## src/rtl/rv_mem_arbiter.sv

```systemverilog
// Two-requester (ifetch / load-store) arbiter for one shared memory bus.
// Optional watchdog with fake-ack recovery: define RV_ARB_TIMEOUT_EN.
module rv_mem_arbiter #(
  parameter int TIMEOUT_BITS = 8,
  parameter bit D_FIRST      = 1'b1
) (
  input  logic        i_clk,
  input  logic        i_reset,
  input  logic [31:0] i_ibus_addr,
  input  logic        i_ibus_read,
  output logic [31:0] o_ibus_data,
  output logic        o_ibus_ack,
  input  logic [31:0] i_dbus_addr,
  input  logic        i_dbus_read,
  input  logic        i_dbus_write,
  input  logic [3:0]  i_dbus_write_sel,
  input  logic [31:0] i_dbus_write_data,
  output logic [31:0] o_dbus_data,
  output logic        o_dbus_ack,
  output logic [31:0] o_bus_addr,
  output logic        o_bus_read,
  output logic        o_bus_write,
  output logic [3:0]  o_bus_write_sel,
  output logic [31:0] o_bus_write_data,
  input  logic [31:0] i_bus_data,
  input  logic        i_bus_ack,
  output logic        o_timeout
);

  typedef enum logic [1:0] {
    IDLE  = 2'd0,
    GNT_I = 2'd1,
    GNT_D = 2'd2
  } state_t;

  state_t state;
  logic   last_d;
  logic   i_req;
  logic   d_req;
  logic   pick_d;
  logic   gnt_i;
  logic   gnt_d;
  logic   tmo;
  logic   done;

  assign i_req  = i_ibus_read;
  assign d_req  = i_dbus_read | i_dbus_write;
  assign pick_d = d_req & (~i_req | ~last_d);
  assign gnt_i  = (state == GNT_I);
  assign gnt_d  = (state == GNT_D);

`ifdef RV_ARB_TIMEOUT_EN
  logic [TIMEOUT_BITS-1:0] wd;

  always_ff @(posedge i_clk) begin
    if (i_reset || state == IDLE)
      wd <= '0;
    else
      wd <= wd + 1'b1;
  end

  assign tmo = (gnt_i | gnt_d) & (&wd) & ~i_bus_ack;
`else
  assign tmo = 1'b0;
`endif

  assign done = i_bus_ack | tmo;

  always_ff @(posedge i_clk) begin
    if (i_reset) begin
      state  <= IDLE;
      last_d <= ~D_FIRST;
    end else begin
      unique case (state)
        IDLE: begin
          if (i_req | d_req) begin
            state  <= pick_d ? GNT_D : GNT_I;
            last_d <= pick_d;
          end
        end
        GNT_I: if (!i_req || done) state <= IDLE;
        GNT_D: if (!d_req || done) state <= IDLE;
        default: state <= IDLE;
      endcase
    end
  end

  // Acks only reach a requester that still holds its request.
  always_comb begin
    o_bus_addr       = '0;
    o_bus_read       = 1'b0;
    o_bus_write      = 1'b0;
    o_bus_write_sel  = '0;
    o_bus_write_data = '0;
    o_ibus_data      = '0;
    o_ibus_ack       = 1'b0;
    o_dbus_data      = '0;
    o_dbus_ack       = 1'b0;
    o_timeout        = tmo & ~i_reset;
    unique case (1'b1)
      gnt_i: begin
        o_bus_addr      = i_ibus_addr;
        o_bus_read      = 1'b1;
        o_bus_write_sel = 4'b1111;
        o_ibus_data     = tmo ? 32'hDEAD_BEEF : i_bus_data;
        o_ibus_ack      = done & i_req & ~i_reset;
      end
      gnt_d: begin
        o_bus_addr       = i_dbus_addr;
        o_bus_read       = i_dbus_read & ~i_dbus_write;
        o_bus_write      = i_dbus_write;
        o_bus_write_sel  = i_dbus_write_sel;
        o_bus_write_data = i_dbus_write_data;
        o_dbus_data      = tmo ? 32'hDEAD_BEEF : i_bus_data;
        o_dbus_ack       = done & d_req & ~i_reset;
      end
      default: ;
    endcase
  end

endmodule

```

## config.mk

```make
export PLATFORM = sky130hd
export DESIGN_NAME = rv_mem_arbiter
export DESIGN_NICKNAME = d
export VERILOG_FILES = /design/src/rtl/rv_mem_arbiter.sv
export SDC_FILE = /design/constraint.sdc
export NUM_CORES = 1
export LEC_CHECK = 0
export CORE_AREA = 4 4 105 107
export DETAILED_ROUTE_END_ITERATION = 12
export DIE_AREA = 0 0 109 111
export PLACE_DENSITY = 0.62
export SETUP_SLACK_MARGIN = 0.2
export SLEW_MARGIN = 10
export SYNTH_ARGS = -nofsm -noshare
export SYNTH_HDL_FRONTEND = slang
export SYNTH_SLANG_ARGS = --single-unit
```

## constraint.sdc

```tcl
create_clock -name i_clk -period 1.7 [get_ports i_clk]
set_input_delay 0.51 -clock i_clk [delete_from_list [all_inputs] [get_ports i_clk]]
set_output_delay 0.51 -clock i_clk [all_outputs]
set_load 0.02 [all_outputs]
```

### Word level (Yosys, flattened, before mapping)

Cells that the tools add are included.

* output and inout bits: 137
* input port bits: 138
* flip-flop bits (word level): 3
* word-level logic and storage cells: 41

* multiplexer cells: 14
* reduce and logical (&&, ||, !) cells: 7
* equality and inequality tests: 5
* bitwise operators: 13

Operators with widths (number)
* $mux W32: 3
* $pmux W32 S2: 1
* $mux W2: 4
* $pmux W4 S2: 1
* $and A1 B1 Y1: 6
* $pmux W2 S3: 1
* $ne A2 B1 Y1 const B: 2
* $not A1 Y1: 4
* $mux W1: 3
* $or A1 B1 Y1: 3
* $reduce_and A3 Y1: 1
* $eq A2 B1 Y1 const B: 1
* $eq A2 B2 Y1 const B: 1
* $logic_not A1 Y1: 2
* $logic_not A2 Y1: 1
* $logic_or A1 B1 Y1: 2
* $ne A2 B2 Y1 const B: 1
* $pmux W1 S2: 1
* $reduce_and A2 Y1: 1

### Depth between registers and ports, before layout

* depth in word-level cells: 6
* mapped depth: 7

### Least setup slack after synthesis

Ideal clock, no wire load.

* kind: flip-flop to output port
* start point: reg state[1]
* end point: out o_bus_addr[10]
* stages on the path, launching flop included: 5
* buffers on the path: 1
* setup slack: -162 ps
* data arrival time: 1352 ps
* path through: dfxtp_1 inv_1 ha_1 clkbuf_1 nor2b_1

* cells in the longest elaborated chain, start to end: 2

RTL lines
* start, declared: RTL line 36 `state_t state;`
* start signal, assigned: RTL line 77 `state <= pick_d ? GNT_D : GNT_I;`
* $eq A2 B2 Y1 or $eq A2 B1 Y1 (tied branches): RTL line 50, 49
* $pmux W32 S2 (*): RTL line 100 `unique case (1'b1)`
* end, declared: RTL line 20 `output logic [31:0] o_bus_addr,`

Mark *: on every way between the ends. The rest lies on a longest branch, timed or not.

### Worst setup path in the final report

* start point: reg state[1]
* end point: out o_bus_addr[12]

Same word-level chain as after synthesis.

==> results by group <==
Logic synthesis
  – Synth top area share: 0.405
  – Yosys cell types: 25
  – Syn avg cell area: 6.50 um2
  – Warnings, synthesis: 0
  – Syn Inst Count: 228
  – Ranking of synthesized cells by area: and2_1 41%, a22oi_1 16%, nor2b_1 15%
  – Syn_nets: 370
  – Synth Cell Area: 1480 um2
  – Seq/Total Area, Yosys: 0.0405
  – Synth Register Bits: 3
  – Largest area contributor in the netlist: and2_1

Clocking
  – H-Tree Level Count: 1
  – # clock sinks: 3
  – Longest Clk Path Bufs: 2
  – CTS buffer count: 3
  – Clk slew on worst S/H paths: 0.03 ns
  – Latest clock arrival within the worst-skew pair: 0.22 ns
  – Clk root buf: clkbuf_8
  – CTS tree: built
  – Hold_buf cts: 0

Hold path
  – Hold Path Class: flip-flop to flip-flop

Timing
  – Setup violators final: 136
  – Max Clock Skew: 0.00287 ns
  – RSZ-0062 raised after global routing: yes
  – Fmax: 503 MHz
  – Fin crit share: 1.17
  – Fin Setup TNS: -28.06 ns
  – Tmin final: 1.99 ns
  – Final hold vios: 0
  – Fin. max-slew vios: 0
  – Crit path setup slack, layout: -0.289 ns

Drt
  – Final WL: 11,800 um
  – Wl on met1: 4410 um
  – Metal3 WL: 777 um
  – Initial DRC count: 90
  – DRT antenna net count: 0
  – Top sig layer: met4
  – Routed length per instance: 17.9 um
  – Vias: 2,774
  – # DRC: 0
  – 1st-pass router iterations: 4
  – Met2 WL: 6420 um
  – Vias per cell: 4.20

Critical path
  – Worst path slowest cell: dfxtp_2
  – R2R Setup Slk: 0.07 ns
  – Required time of the critical path: 1.19 ns
  – Arrival time worst endpoint: 1.48 ns
  – Crit-path cells: inv_2 -> buf_6 -> ha_4 -> buf_8 -> nor2b_4 -> buf_6
  – Worst setup path class: flip-flop to primary output
  – Worst Setup End Kind: primary output
  – Critical Path Source Type: flip-flop
  – CP max FO: 10
  – Kind of cell adding the most delay to the critical path: buffers and inverters
  – Most frequent CP cell: buf_6
  – Buf/Inv on CP: 4
  – Max stage delay on crit path: 0.34 ns

Global route
  – First-pass GRT wire length: 16,100 um
  – Grt ovf: 0
  – Largest net degree at the start of global routing: 31
  – GRT Overall Usage: 0.168
  – Vias in the first global route: 2,768
  – Initial antenna violation count: 0

Placed design
  – IO buf count: 273
  – Placer Congestion: 0.792
  – HPWL Detailed: 9090 um

Final layout
  – Final #Nets: 668
  – N_diodes: 0
  – Layout cells sized above 1: 0.699
  – Commonest cells after routing, fill and taps aside: 130 x clkdlybuf4s50_1, 127 x buf_6, 55 x and2_4
  – Fill count: 895
  – Most common cell after layout, fill and taps aside: clkdlybuf4s50_1
  – Area delta synth->final: 286%

Status
  – Outcome: finished with violations
  – Failing checks: negative setup slack

Job
  – Maxcap violations: 0

Floorplanning
  – Core area: 10,100 um2
  – DIE WIDTH: 109 um
  – Initial Utilization: 0.146
  – Number of top-level pins: 275
  – Die H: 111 um
  – Die area: 12,100 um2
  – Row cnt: 37

Pwr
  – Lkg Pwr: 2.41 nW
  – IR drop worst, VDD: 0.204 mV
  – Total chip power: 3.03 mW
  – Power Density: 529 nW/um2
final timing paths:
kind,startpoint,to,depth (start not counted)
hold reg to reg,last_d,last_d,2
setup reg to reg,state[1],state[0],7
setup / recovery,state[1],o_bus_addr[12],6
hold / removal,last_d,last_d,2
stage by stage:
stage / setup slack [ns] / instances / utilization / instance area, um2 / hold slack (ns)
after CTS: -0.304 / 645 / 0.505 / 5120 / 0.482
after detailed placement: -0.780 / 638 / 0.504 / 5110 / 0.478
after global routing: -0.349 / 661 / 0.565 / 5730 / 0.501
after global placement: -0.801 / 638 / 0.504 / 5110 / 0.451
after floorplan: 0.0695 / 228 / - / 2140 / 0.439
final: -0.289 / 661 / 0.565 / 5730 / 0.482
final cells by class:
type | count | area, um2 | share of cell area
Timing Repair Buffer | 316 | 3460 | 0.604
Multi-Input combinational cell | 198 | 1970 | 0.344
Tap cell | 136 | 170 | 0.0297
Sequential cell | 3 | 65.1 | 0.0114
Clock buffer | 4 | 45.0 | 0.00787
Inverter | 4 | 17.5 | 0.00306
synth_stat cells:
cell	n
nand2b_1	3
inv_1	4
or2_4	1
conb_1	1
dfxtp_1	3
o21a_1	1
nor4b_1	1
o32ai_1	2
buf_6	2
nor2_1	3
nand2_1	5
o21ai_0	1
ha_1	4
clkbuf_1	14
a22oi_1	32
and2_2	1
a311oi_2	1
a21o_1	1
buf_2	6
and2_1	96
nand3_1	2
nor2b_1	36
and3b_1	1
buf_4	1
a21oi_1	6
state kept, by name, summed over array words and instances (netlist names):
signal	flops
state	2
last_d	1
per-layer routing:
layer | up-vias | GRT usage
li1 | 1353 | -
met1 | 1292 | 0.186
met2 | 111 | 0.321
met3 | 18 | 0.0303
met4 | 0 | 0.0370
met5 | - | 0
worst min-delay path, stage by stage, from the launching register on:
cell and delay (ns):
dfxtp_1 0.31, nand2_1 0.07, a21oi_1 0.05
power by group:
group          leakage [nW]  total [mW]  internal, mW  switching [mW]
Clock                0.0228       0.208         0.160          0.0483
Sequential           0.0258      0.0930        0.0824          0.0106
Combinational          2.36        2.73          1.60            1.13
kinds of logic (layout without fill, tap and decap cells):
family | Yosys count | in the layout | synth area share
other | 1 | 1 | 0.00253
DFF | 3 | 3 | 0.0405
buffers and inverters | 27 | 324 | 0.0861
and+or+nand+nor | 149 | 149 | 0.619
adders and majority gates | 4 | 4 | 0.0338
AOI/OAI and AO/OA | 44 | 44 | 0.218
timing repair:
| action | CTS | global route |
|---|---|---|
| resized for setup | 692 | 176 |
| pin swaps | 4 | 6 |
| setup buffers | 1 | 8 |
| gates cloned | 2 | 8 |
| endpoints found under the setup margin | 139 | 138 |
Power figures use the tool's default switching activity.
==> variant (same flow settings) <==
Change the parameter `D_FIRST` from 1'b1 to 1'b0.
--- a/src/rtl/rv_mem_arbiter.sv
+++ b/src/rtl/rv_mem_arbiter.sv
@@ -2,7 +2,7 @@
 // Optional watchdog with fake-ack recovery: define RV_ARB_TIMEOUT_EN.
 module rv_mem_arbiter #(
   parameter int TIMEOUT_BITS = 8,
-  parameter bit D_FIRST      = 1'b1
+  parameter bit D_FIRST      = 1'b0
 ) (
   input  logic        i_clk,
   input  logic        i_reset,
Behaviour: not the same (Yosys sat finds a counterexample within 4 cycles, from zero or initial values and one cycle with i_reset high).
==> variant against the original RTL <==
The run still ends with setup timing left. Power is 4.9% lower. Sequential cell count stayed put. Global-route usage is 1.1 points higher. Cell count is 1.5% lower. Register-to-register slack better by 0.17 ns. Synthesized area is 1.3% lower. Combinational power is 6% lower. Critical path depth is 1 higher. Wire length is 0.98% lower. Via count is 0.79% lower. Final area is 2.7% higher. Worst setup slack worse by 0.011 ns. Critical endpoint is now o_bus_write_data[24]. Largest cell class unchanged.
==> variant: results (changes against the original RTL) <==
metric	value	unit	change
Routability Congestion	0.781		-1.4%
dominant cells by area after synthesis	and2_1 41%, a22oi_1 16%, nor2b_1 15%		
largest net degree at the start of global routing	24		-23%
max incr delay on CP	0.38	ns	+0.04 ns
Final WS setup	-0.300	ns	-0.0112 ns
leakage	2.41	nW	+0.20%
Cells after DPL	630		-1.3%
CP max stage cell	dfxtp_4		
vias after detailed routing	2752		-0.79%
outcome	complete, but fails checks		
vias in the first global route	2924		+5.6%
met2 usage	34.4	%	+2.2 points
post-DP HPWL	8.88	mm	-2.2%
GRT Overall Usage	17.8	%	+1.1 points
initial DRC count	80		-11%
hold depth	1		-1
critical path fanouts, max	6		-4
Layout area overhead	302	%	
mux contribution to synthesized area	0	%	unchanged
Syn Inst Count	226		-0.88%
clock skew	0.00212	ns	-0.000749 ns
# setup viols final	136		unchanged
violated checks	setup timing		
post-synthesis compound-gate area fraction	23.4	%	+1.6 points
Comb power	2.57	mW	-6%
sequential area share after synthesis	4.10	%	+0.052 points
FF-to-FF setup slack	0.24	ns	+0.17 ns
Synth Flop Type	dfxtp_1		
Synth Area in Adders	3.42	%	+0.043 points
layout cells sized above 1	71.1	%	+1.2 points
reg2reg path depth	8		+1
met1 usage	19.8	%	+1.1 points
Layout fillers	866		-3.2%
Sequential Power Share	3.4	%	+0.3 points
global-route wire length before repair	17.0	mm	+5.9%
vias per cell	4.23		+0.73%
class of the worst hold path	register to register		
H-Tree Depth	1		unchanged
## variant: changes by cell type after synthesis, moves of 2 or more
cell | before | now
nand3_1 | 2 | 0
clkbuf_1 | 14 | 17
nor2_1 | 3 | 5
buf_6 | 2 | 0
nand2_1 | 5 | 3
## variant: worst max-delay path, delay by kind of cell (launching register included)
| family | cells | cell delay, ns |
|---|---|---|
| adders and majority gates | 1 | 0.20 |
| buffers and inverters | 5 | 0.56 |
| DFF | 1 | 0.38 |
| and+or+nand+nor | 1 | 0.13 |
## variant: metal layers
layer,vias up,share of wire (%)
met5,-,0
met4,0,0.34
met3,2,9.0
met2,128,54
met1,1291,36
li1,1331,-
## variant: path summary, 6_finish.rpt
path | endpoint | from
hold reg to reg | last_d | last_d
setup reg to reg | state[0] | state[0]
setup / recovery | o_bus_write_data[24] | state[0]
hold / removal | last_d | last_d
## variant: timing repair
action / CTS / global route
gates resized for setup: 681 / 227
cloned: 7 / 2
pin swaps: 24 / 10
setup buffers: 5 / 3
setup endpoints to repair: 139 / 138
endpoints found under the hold margin: 0 / 0
## variant: layout make-up
cell class	count	area, sq um	share of cell area [%]
Clock buffer	4	45.0	0.766
Inverter	3	18.8	0.319
Multi-Input combinational cell	197	2090	35.5
Sequential cell	3	67.6	1.15
Tap cell	136	170	2.89
Timing Repair Buffer	308	3490	59.3
## variant: per-stage QoR
step           worst slack, ns  hold WS, ns  total power [mW]  TNS, ns  cell area [sq um]
2_1_floorplan           0.0481        0.484              1.23        0               2210
3_3_place_gp            -0.691        0.501              2.13   -73.70               5100
3_5_place_dp            -0.720        0.511              2.15   -74.56               5100
4_1_cts                 -0.327        0.519              2.69   -34.64               5610
5_1_grt                 -0.352        0.570              3.03   -32.81               5880
6_report                -0.300        0.523              2.88   -25.63               5880
